**config.mk**
```make
export PLATFORM = sky130hd
export DESIGN_NAME = dmem_store_buffer
export DESIGN_NICKNAME = d
export VERILOG_FILES = /design/src/rtl/dmem_store_buffer.sv
export SDC_FILE = /design/constraint.sdc
export NUM_CORES = 1
export LEC_CHECK = 0
export ABC_AREA = 1
export CORE_ASPECT_RATIO = 1.1
export CORE_UTILIZATION = 35
export DETAILED_ROUTE_END_ITERATION = 8
export DONT_BUFFER_PORTS = 1
export PLACE_DENSITY_LB_ADDON = 0.08
export SLEW_MARGIN = 30
export SYNTH_ARGS = -nofsm -noshare
export SYNTH_HDL_FRONTEND = slang
export SYNTH_SLANG_ARGS = --single-unit
```
**constraint.sdc**
```tcl
create_clock -name clk -period 4.5 [get_ports clk]
set_input_delay 0.225 -clock clk [delete_from_list [all_inputs] [get_ports clk]]
set_output_delay 0.225 -clock clk [all_outputs]
set_load 0.01 [all_outputs]
```
**src/rtl/dmem_store_buffer.sv**
```systemverilog
// dmem_store_buffer
// Posted-write buffer between the CPU data-memory port and the backing data RAM.
// CPU stores are queued in a circular FIFO and drained to the RAM over a
// valid/ready handshake. Loads are answered combinationally from the RAM's
// asynchronous read port, overridden by the youngest matching buffered store.
//
// Ports:
//   clk, reset            rising-edge clock, asynchronous active-high reset
//   MemWrite              CPU store request this cycle
//   Mem_WrAddr            CPU byte address (loads and stores), word granularity
//   Mem_WrData            CPU store data
//   ReadData              load data to CPU (combinational)
//   WrStall               buffer full; CPU must hold the store
//   bk_rd_addr/bk_rd_data backing RAM asynchronous read port
//   bk_wr_valid/ready     head-entry write handshake to the RAM
//   bk_wr_addr/bk_wr_data head entry, word aligned
//   buf_count             number of occupied entries
module dmem_store_buffer #(
  parameter int unsigned DEPTH = 4
) (
  input  logic                       clk,
  input  logic                       reset,
  input  logic                       MemWrite,
  input  logic [31:0]                Mem_WrAddr,
  input  logic [31:0]                Mem_WrData,
  output logic [31:0]                ReadData,
  output logic                       WrStall,
  output logic [31:0]                bk_rd_addr,
  input  logic [31:0]                bk_rd_data,
  output logic                       bk_wr_valid,
  input  logic                       bk_wr_ready,
  output logic [31:0]                bk_wr_addr,
  output logic [31:0]                bk_wr_data,
  output logic [$clog2(DEPTH+1)-1:0] buf_count
);

  localparam int unsigned PtrW = $clog2(DEPTH);
  localparam int unsigned CntW = $clog2(DEPTH + 1);

  logic [29:0]     addr_q [DEPTH];
  logic [31:0]     data_q [DEPTH];
  logic [PtrW-1:0] wp_q;
  logic [PtrW-1:0] rp_q;
  logic [CntW-1:0] cnt_q;
  logic [CntW-1:0] cnt_d;
  logic            push;
  logic            pop;
  logic [PtrW-1:0] fwd_idx;

  // Stall and valid decode from registered occupancy only, so there is no
  // combinational path from bk_wr_ready back to the CPU.
  assign WrStall     = (cnt_q == CntW'(DEPTH));
  assign bk_wr_valid = (cnt_q != '0);
  assign push        = MemWrite && !WrStall;
  assign pop         = bk_wr_valid && bk_wr_ready;

  assign bk_rd_addr  = Mem_WrAddr;
  assign bk_wr_addr  = {addr_q[rp_q], 2'b00};
  assign bk_wr_data  = data_q[rp_q];
  assign buf_count   = cnt_q;

  always_comb begin
    cnt_d = cnt_q;
    unique case ({push, pop})
      2'b10:   cnt_d = cnt_q + CntW'(1);
      2'b01:   cnt_d = cnt_q - CntW'(1);
      default: cnt_d = cnt_q;
    endcase
  end

  always_ff @(posedge clk or posedge reset) begin
    if (reset) begin
      wp_q  <= '0;
      rp_q  <= '0;
      cnt_q <= '0;
    end else begin
      if (push) begin
        wp_q <= wp_q + PtrW'(1);
      end
      if (pop) begin
        rp_q <= rp_q + PtrW'(1);
      end
      cnt_q <= cnt_d;
    end
  end

  // Entry contents are intentionally not reset; cnt_q == 0 hides them.
  always_ff @(posedge clk) begin
    if (push) begin
      addr_q[wp_q] <= Mem_WrAddr[31:2];
      data_q[wp_q] <= Mem_WrData;
    end
  end

  // Walk valid entries from oldest (rp) to youngest; the last match wins,
  // which selects the store closest to wp.
  always_comb begin
    ReadData = bk_rd_data;
    fwd_idx  = rp_q;
    for (int unsigned k = 0; k < DEPTH; k++) begin
      fwd_idx = rp_q + PtrW'(k);
      if ((CntW'(k) < cnt_q) && (addr_q[fwd_idx] == Mem_WrAddr[31:2])) begin
        ReadData = data_q[fwd_idx];
      end
    end
  end

endmodule

```
==> flow_summary.json, run 1 <==
{
  "start_util": 0.355,
  "fin_util": 0.396,
  "drtIter0Drc": 1538,
  "critPathCaptureType": "output pin",
  "ios": 233,
  "drt_wl_total_mm": 68.2,
  "synth_fa_ha_area_frac": 0.00604,
  "fin_cells": 3476,
  "required_ns": 4.28,
  "yosysTopAreaCell": "edfxtp_1",
  "clk_pin_slew_ns": 0.06,
  "antenna_found_initial": 3,
  "die-area_um2": 54200,
  "hpwl_mm": 46.1,
  "viasPerCell": 5.23,
  "wl_per_cell_um": 19.6,
  "grt_max_degree": 94,
  "hold_path_class": "in2async",
  "cts.path.max_buffers": 3,
  "final-hold-violation-count": 0,
  "nets": 2883,
  "synth_top_area_frac": 0.399,
  "synthFlopType": "edfxtp_1",
  "synth_warnings": 0,
  "ff2ff_path_depth": 6,
  "cts_buffers": 34,
  "r2r_start": "buf_count[0]",
  "vias": 18200,
  "synth-async-reset-ratio": 0.0275,
  "cts_tree": "built",
  "grt_usage": 0.244,
  "maxSlewViolCount": 0,
  "crit_path_max_fanout": 64,
  "drtPass1Iterations": 8,
  "synth_edf_count": 248,
  "ys_ff_latch": 255,
  "arrival_ns": 4.05,
  "grt_first_pass_wirelength_mm": 101,
  "crit_top_cell": "nand2_1",
  "routabilityCongestion": 0.921,
  "ant_nets": 0,
  "ir_drop_mv": 0.357,
  "cts.sinks": 255,
  "start_kind": "register",
  "fin_crit_ns": 4.27,
  "crit_chain": "inv_4 > nand2_1 > nand2_8 > o21ai_0 > or2_1 > nand2_1 > nor2_1 > nand2_1 > nor2_1 > nand2_1 > nor2_4 > buf_12 > o211ai_1 > nand2_1",
  "post_synth_mux_area_share": 0,
  "finalSetupViolCount": 0,
  "ys_types": 32,
  "placedCellCount": 3347,
  "synth-xor-area-share": 0.0131,
  "synth_top_family_by_area": "simple AND/OR/NAND/NOR gates",
  "critical-path-max-stage-delay_ns": 0.70,
  "finClkSkew_ns": 0.0172,
  "synth_area_um2": 18700,
  "critical_path.slowest_cell": "dfrtp_4",
  "tns_ns": 0,
  "drc": 0,
  "critPathKind": "reg2out",
  "min_period_over_period": 0.950,
  "synth_compound_area_frac": 0.0745,
  "root_buffer": "clkbuf_16",
  "die_h_um": 244,
  "cts_setup_buffers": 0,
  "max_slew.worst_pin.slew_ns": 0.822,
  "synthSimpleGateAreaFrac": 0.393,
  "synth_area_leaders": "edfxtp_1 (40%), nand2_1 (27%), nand3_1 (9.2%)",
  "p_leak_nw": 9.91,
  "syn_inst": 2811,
  "port_buffers": 0,
  "rsz0062_at_grt": "false",
  "layout-drive-gt1-share": 0.0400,
  "grt_pass1_vias": 16700,
  "clk_latency_ns": 0.57,
  "status": "completed",
  "area_growth_pct": 11.4,
  "ys_seq_area_frac": 0.409,
  "fp.dieW_um": 222,
  "htree_levels": 2,
  "power.density_nw_per_um2": 719,
  "grt_remaining_overflow": 0,
  "core_um2": 52500,
  "r2r_end": "data_q[1][21]",
  "avgSynthCellArea_um2": 6.63,
  "r2r_slack_ns": 1.72,
  "slew_headroom": 0.452,
  "maxCapViolCount": 0,
  "rows": 88,
  "max_clock_freq_mhz": 234
}
-- what timing repair did --
| item | CTS | global route |
|---|---|---|
| pin swaps | 0 | 1 |
| gates resized for setup | 2 | 11 |
| hold endpoints to repair | 257 | 0 |
| setup endpoints to repair | 26 | 32 |
| cloned | 0 | 2 |
| hold buffers | 64 | 0 |
-- placed cells by master, fill, tap and decap left out, types with 3 or more instances in the layout --
master	count
a21oi_1	63
bufinv_16	3
dlygate4sd3_1	64
edfxtp_1	248
ha_1	9
buf_6	3
buf_4	27
dfrtp_1	5
o21ai_1	17
o211ai_1	34
xor2_1	26
clkinv_1	9
o22ai_1	5
nor3_1	4
o21ai_0	139
nor2_1	87
or2_2	9
clkbuf_16	34
nand4_1	8
nand3_1	342
clkinv_2	3
diode_2	3
buf_12	6
nor2_4	7
inv_1	259
clkbuf_1	6
nand2_1	1350
-- per-stage QoR --
| stage | total power, W | worst slack [ns] | cell area, um2 | hold WS (ns) |
|---|---|---|---|---|
| 6_report | 0.0149 | 0.226 | 20800 | 0.0529 |
| 5_1_grt | 0.0162 | 0.0126 | 20800 | 0.0736 |
| 4_1_cts | 0.0149 | 0.0575 | 20700 | 0.0347 |
| 3_5_place_dp | 0.0121 | 0.548 | 19000 | 0.0875 |
| 3_3_place_gp | 0.0120 | 0.590 | 19000 | 0.0731 |
| 2_1_floorplan | 0.00965 | 0.390 | 18700 | 0.0284 |
-- cell usage after synthesis (all sizes together), types with 7 or more instances --
cell type,number
nand2,1353
nand3,342
inv,262
edfxtp,248
o21ai,156
buf,111
nor2,96
clkbuf,67
a21oi,63
o211ai,34
xor2,26
or2,11
ha,9
nand4,8
dfrtp,7
-- kinds of logic after synthesis --
kind of cell	count (synthesis)
other	1
DFF	255
xor gates and xnor gates	28
AOI/OAI and AO/OA	259
adders and majority gates	9
buffers and inverters	441
and+or+nand+nor	1818
-- worst max path at each step --
| stage | start | to | slack, ns | cells past startpoint |
|---|---|---|---|---|
| floorplan | buf_count[0] | addr_q[0][0] | 0.39 | 5 |
| global placement | rp_q[0] | ReadData[9] | 0.59 | 18 |
| detailed placement | rp_q[0] | ReadData[9] | 0.55 | 18 |
| CTS | rp_q[0] | ReadData[9] | 0.06 | 18 |
| global route | rp_q[0] | ReadData[19] | 0.01 | 19 |
| finish | rp_q[1] | ReadData[12] | 0.23 | 14 |
-- critical path: cells and delay by family, from the launching register on --
family                 cells  cell delay (ns)
DFF                        1             0.70
buffers and inverters      2             0.37
AOI/OAI and AO/OA          2             0.46
and+or+nand+nor           10             1.82
-- flip-flops by register name, summed over array words and instances (netlist names) --
name	flops
rp_q	2
data_q	128
wp_q	2
buf_count	3
addr_q	120
-- routing by layer --
layer,vias up,wire (um),track usage
met4,0,2050,0.0870
met2,578,33200,0.427
met5,-,0,0
met3,100,3870,0.0383
met1,8607,29000,0.304
li1,8906,-,-
-- power by group --
| part | internal (W) | switching, W |
|---|---|---|
| Combinational | 0.00230 | 0.00649 |
| Sequential | 0.00315 | 0.000312 |
| Clock | 0.00158 | 0.00110 |
-- area by class of cell --
| type | count | area [um2] |
|---|---|---|
| clock buffers | 40 | 873 |
| multi-input cells | 2118 | 9190 |
| well taps | 675 | 845 |
| inverters | 263 | 997 |
| clock inverters | 20 | 219 |
| diodes | 3 | 7.51 |
| flip-flops and latches | 255 | 7630 |
| repair buffers | 102 | 1030 |
| fillers | 5501 | 31700 |
Note: power is estimated with default switching activity, not from simulation.
==> inputs of run 2 (changes only) <==
--- a/config.mk
+++ b/config.mk
@@ -6,7 +6,7 @@
 export NUM_CORES = 1
 export LEC_CHECK = 0
 export ABC_AREA = 1
-export CORE_ASPECT_RATIO = 1.1
+export CORE_ASPECT_RATIO = 1.75
 export CORE_UTILIZATION = 35
 export DETAILED_ROUTE_END_ITERATION = 8
 export DONT_BUFFER_PORTS = 1
==> run 2 against run 1 <==
  * Die area about the same
  * Count of clock-buffer cells in the layout down 5
  * Global-route usage up 1.5 points
  * Utilization about the same
  * Fmax up 0.24%
  * Design area about the same
  * Critical endpoint is now ReadData[22]
  * Highest routed layer unchanged
==> flow_summary.json, run 2 (synthesis results as in run 1) <==
{
  "status": "completed",
  "vias": 18200,
  "htree_levels": 1,
  "core_um2": 52500,
  "maxCapViolCount": 0,
  "die_h_um": 307,
  "crit_path_max_fanout": 122,
  "critPathCaptureType": "output pin",
  "area_growth_pct": 11.4,
  "finClkSkew_ns": 0.0114,
  "final-hold-violation-count": 0,
  "wl_per_cell_um": 20.6,
  "grt_first_pass_wirelength_mm": 105,
  "fp.dieW_um": 177,
  "cts_tree": "built",
  "cts.path.max_buffers": 3,
  "drc": 0,
  "routabilityCongestion": 1.02,
  "mostFrequentLayoutCells": "nand2_1 (1,349), nand3_1 (342), inv_1 (259), edfxtp_1 (248), o21ai_0 (139)",
  "port_buffers": 0,
  "grt_remaining_overflow": 0,
  "viasPerCell": 5.23,
  "hold_path_class": "in2reg",
  "ant_nets": 0,
  "clk_pin_slew_ns": 0.06,
  "rows": 111,
  "max_clock_freq_mhz": 235,
  "start_kind": "register",
  "cts.sinks": 255,
  "root_buffer": "clkbuf_16",
  "layout-drive-gt1-share": 0.0422,
  "drtPass1Iterations": 5,
  "ir_drop_mv": 0.475,
  "arrival_ns": 4.04,
  "die-area_um2": 54300,
  "required_ns": 4.28,
  "grt_max_degree": 123,
  "tns_ns": 0,
  "regMostFlops": "data_q",
  "rsz0062_at_grt": "false",
  "largest_register_ffs": 128,
  "drtIter0Drc": 1386,
  "p_leak_nw": 9.91,
  "drt_wl_total_mm": 71.7,
  "min_period_over_period": 0.947,
  "fin_cells": 3477,
  "start_util": 0.355,
  "fin_crit_ns": 4.26,
  "cts_buffers": 30,
  "fin_util": 0.396,
  "final_common_cell": "nand2_1",
  "clk_latency_ns": 0.58,
  "antenna_found_initial": 0,
  "ios": 233,
  "grt_pass1_vias": 17100,
  "power.density_nw_per_um2": 728,
  "maxSlewViolCount": 0,
  "grt_usage": 0.259,
  "max_slew.worst_pin.slew_ns": 0.905,
  "hpwl_mm": 49.2,
  "finalSetupViolCount": 0,
  "nets": 2883,
  "slew_headroom": 0.397,
  "placedCellCount": 3353,
  "critPathKind": "reg2out"
}
[run 2: changes by cell type in the layout (fill, tap and decap cells not counted), moves of 2 or more]
cell and change:
clkbuf_16 -2, clkinv_4 +2, clkinv_1 -2, nand2_2 +2, clkbuf_1 -2, buf_4 +4
diode_2 -2
[run 2: timing repair]
item / 4_1_cts / 5_1_grt
hold endpoints to repair: 255 / 0
gates resized for setup: 0 / 7
buffers inserted: 0 / 1
setup endpoints to repair: 0 / 32
hold buffers: 63 / 0
[run 2: power breakdown]
part	switching (W)	leakage (nW)	internal (W)
logic	0.00676	7.07	0.00235
clock network	0.00108	0.492	0.00150
registers	0.000281	2.35	0.00315
[run 2: path summary, 6_finish.rpt]
kind,endpoint,from,slack (ns),cells past startpoint
max,ReadData[22],rp_q[0],0.24,17
min,rp_q[0],bk_wr_ready,0.06,2
max reg2reg,addr_q[3][15],buf_count[0],1.79,6
min reg2reg,wp_q[1],wp_q[1],0.61,2
max in group asynchronous,rp_q[0],reset,4.01,2
min in group asynchronous,buf_count[0],reset,0.12,2
[run 2: per-stage QoR]
stage	hold slack (ns)	worst slack (ns)	instance area, um2	power (W)
2_1_floorplan	0.0284	0.390	18700	0.00965
3_3_place_gp	0.165	0.682	19000	0.0123
3_5_place_dp	0.174	0.669	19000	0.0123
4_1_cts	0.0653	0.0256	20700	0.0150
5_1_grt	0.0882	0.00252	20800	0.0163
6_report	0.0633	0.236	20800	0.0151
[run 2: critical path: stages (launching register included)]
cell,delay (ns)
dfrtp_4,0.56
inv_8,0.27
buf_12,0.42
nand2_1,0.14
nand3_1,0.11
nand2_1,0.09
nand2_1,0.18
o21ai_0,0.12
nor2_1,0.14
nand2_1,0.07
nor2_1,0.09
nand2_1,0.15
nor2_4,0.19
buf_6,0.36
a21oi_1,0.11
nand2_1,0.08
nand2_1,0.05
nand2_1,0.11
[run 2: area by class of cell]
class | instances | area, um2
clock buffer | 35 | 791
timing repair buffer | 106 | 1090
inverter | 263 | 997
clock inverter | 21 | 231
tap | 678 | 848
antenna | 1 | 2.50
multi-input combinational | 2118 | 9190
sequential | 255 | 7630
fill | 5549 | 31700
[run 2: per-layer routing]
| metal | GRT usage | wire (um) | vias up |
|---|---|---|---|
| met1 | 0.279 | 26100 | 8425 |
| li1 | - | - | 8902 |
| met5 | 0 | 0 | - |
| met4 | 0.140 | 4190 | 0 |
| met2 | 0.481 | 37500 | 686 |
| met3 | 0.0346 | 3880 | 156 |
==> inputs of run 3 (changes only) <==
--- a/config.mk
+++ b/config.mk
@@ -11,6 +11,7 @@
 export DETAILED_ROUTE_END_ITERATION = 8
 export DONT_BUFFER_PORTS = 1
 export PLACE_DENSITY_LB_ADDON = 0.08
+export SETUP_SLACK_MARGIN = 0.1
 export SLEW_MARGIN = 30
 export SYNTH_ARGS = -nofsm -noshare
 export SYNTH_HDL_FRONTEND = slang
==> constraint.sdc (replaced) <==
create_clock -name clk -period 4.34 [get_ports clk]
set_input_delay 0.217 -clock clk [delete_from_list [all_inputs] [get_ports clk]]
set_output_delay 0.217 -clock clk [all_outputs]
set_load 0.01 [all_outputs]
==> run 3 against run 2 <==
  * Sequential power grew 3%
  * Non-clock buffer count grew 16
  * Hold slack lost 0.0075 ns
  * Wire length grew 3.5%
  * Critical path depth shrank 3
  * Combinational power grew 7.4%
  * Die area is the same
  * Count of clock-buffer cells in the layout grew 1
  * Global-route usage grew 0.82 points
  * Power grew 5.2%
  * Register-to-register slack lost 0.31 ns
  * Via count grew 1.0%
  * Largest cell class unchanged
  * Highest routed layer unchanged
==> flow_summary.json, run 3 (synthesis results as in run 1) <==
{
  "htree_levels": 1,
  "rsz0062_at_grt": "false",
  "maxCapViolCount": 0,
  "clk_pin_slew_ns": 0.08,
  "pre_cts_ws_ns": 0.627,
  "nets": 2898,
  "ios": 233,
  "r2r_start": "buf_count[0]",
  "final-hold-violation-count": 0,
  "die_h_um": 307,
  "cts_buffers": 29,
  "hold_path_class": "in2async",
  "maxSlewViolCount": 0,
  "max_clock_freq_mhz": 244,
  "start_util": 0.355,
  "largest_register_ffs": 128,
  "n_fill_cell": 5623,
  "final_common_cell": "nand2_1",
  "clk_latency_ns": 0.60,
  "placedCellCount": 3361,
  "cts.sinks": 255,
  "grt_pass1_vias": 17700,
  "status": "completed",
  "ir_drop_mv": 0.405,
  "r2r_slack_ns": 1.48,
  "power.density_nw_per_um2": 756,
  "critPathLaunch": "rp_q[0]",
  "ant_nets": 0,
  "cts.path.max_buffers": 3,
  "fin_crit_ns": 4.10,
  "viasPerCell": 5.26,
  "arrival_ns": 3.88,
  "critPathKind": "reg2out",
  "min_period_over_period": 0.944,
  "regMostFlops": "data_q",
  "drc": 0,
  "max_slew.worst_pin.slew_ns": 0.889,
  "r2r_end": "addr_q[1][22]",
  "fp.dieW_um": 177,
  "grt_remaining_overflow": 0,
  "critPathCaptureType": "output pin",
  "diodes": 0,
  "grt_usage": 0.267,
  "cts_tree": "built",
  "start_kind": "register",
  "routabilityCongestion": 1.02,
  "mostFrequentLayoutCells": "nand2_1 (1,349), nand3_1 (341), inv_1 (258), edfxtp_1 (248), o21ai_0 (138)",
  "rows": 111,
  "wl_per_cell_um": 21.3,
  "drtIter0Drc": 1185,
  "area_growth_pct": 12.8,
  "tns_ns": 0,
  "finClkSkew_ns": 0.0288,
  "drtPass1Iterations": 6,
  "core_um2": 52500,
  "required_ns": 4.12,
  "p_leak_nw": 10.0,
  "hpwl_mm": 50.9,
  "slew_headroom": 0.406,
  "grt_max_degree": 80,
  "layout-drive-gt1-share": 0.0484,
  "fin_cells": 3490,
  "port_buffers": 0,
  "dpl_cell_area_um2": 19200,
  "ff2ff_path_depth": 6,
  "vias": 18400,
  "crit_path_max_fanout": 66,
  "root_buffer": "clkbuf_16",
  "grt_first_pass_wirelength_mm": 108,
  "die-area_um2": 54300,
  "finalSetupViolCount": 0,
  "setup_ws_ns": 0.241,
  "antenna_found_initial": 0,
  "drt_wl_total_mm": 74.2,
  "stdcell_area_um2": 21000
}
run 3: worst max path at each step:
stage	depth (start not counted)	slack (ns)	end
floorplan	5	0.23	addr_q[0][0]
global placement	14	0.65	ReadData[10]
detailed placement	16	0.63	ReadData[29]
CTS	14	0.12	ReadData[10]
global route	17	0.12	ReadData[11]
finish	14	0.24	ReadData[14]
run 3: report_power, final:
group          internal [W]  total [W]  leakage [nW]  switching, W
logic               0.00267    0.00978          7.21       0.00712
clock network       0.00148    0.00259         0.482       0.00110
registers           0.00327    0.00354          2.35      0.000275
total               0.00742     0.0159          10.0       0.00849
run 3: timing repair:
| item | in CTS | in global routing |
|---|---|---|
| gates cloned | 2 | 4 |
| endpoints found under the setup margin | 32 | 32 |
| pin swaps | 1 | 1 |
| setup buffers | 0 | 5 |
| endpoints found under the hold margin | 256 | 0 |
| hold buffers | 64 | 0 |
| gates resized for setup | 10 | 12 |
run 3: layer usage:
layer	routed length (um)	vias to the layer above	track usage	share of wire
met5	0	-	0	0
met4	4570	0	0.156	0.062
met3	3690	168	0.0347	0.050
met2	38600	642	0.495	0.52
met1	27300	8611	0.285	0.37
li1	-	8935	-	-
run 3: layout make-up:
type,count,area [um2],share of cell area
Clock buffer,36,802,0.0381
Clock inverter,18,173,0.00821
Inverter,263,1010,0.0481
Multi-Input combinational cell,2118,9190,0.437
Sequential cell,255,7630,0.363
Tap cell,678,848,0.0403
Timing Repair Buffer,122,1390,0.0659
run 3: critical path, cell delays in order (launching register included):
cell and delay, ns:
dfrtp_4 0.57, clkinv_8 0.20, buf_12 0.30, nand2_1 0.09, nand2_1 0.14, nand2_1 0.07, nand2_1 0.09, xor2_1 0.46
nand3b_1 0.21, nor2_1 0.13, nand2_1 0.10, nor2_4 0.21, buf_12 0.26, o211ai_1 0.20, nand2_1 0.17
run 3: per-stage QoR:
step / total power, W / hold WS (ns) / util
floorplan: 0.0100 / 0.0204 / -
global placement: 0.0129 / 0.156 / 0.365
detailed placement: 0.0129 / 0.155 / 0.365
CTS: 0.0158 / 0.0551 / 0.397
global route: 0.0171 / 0.0875 / 0.401
finish: 0.0159 / 0.0558 / 0.401
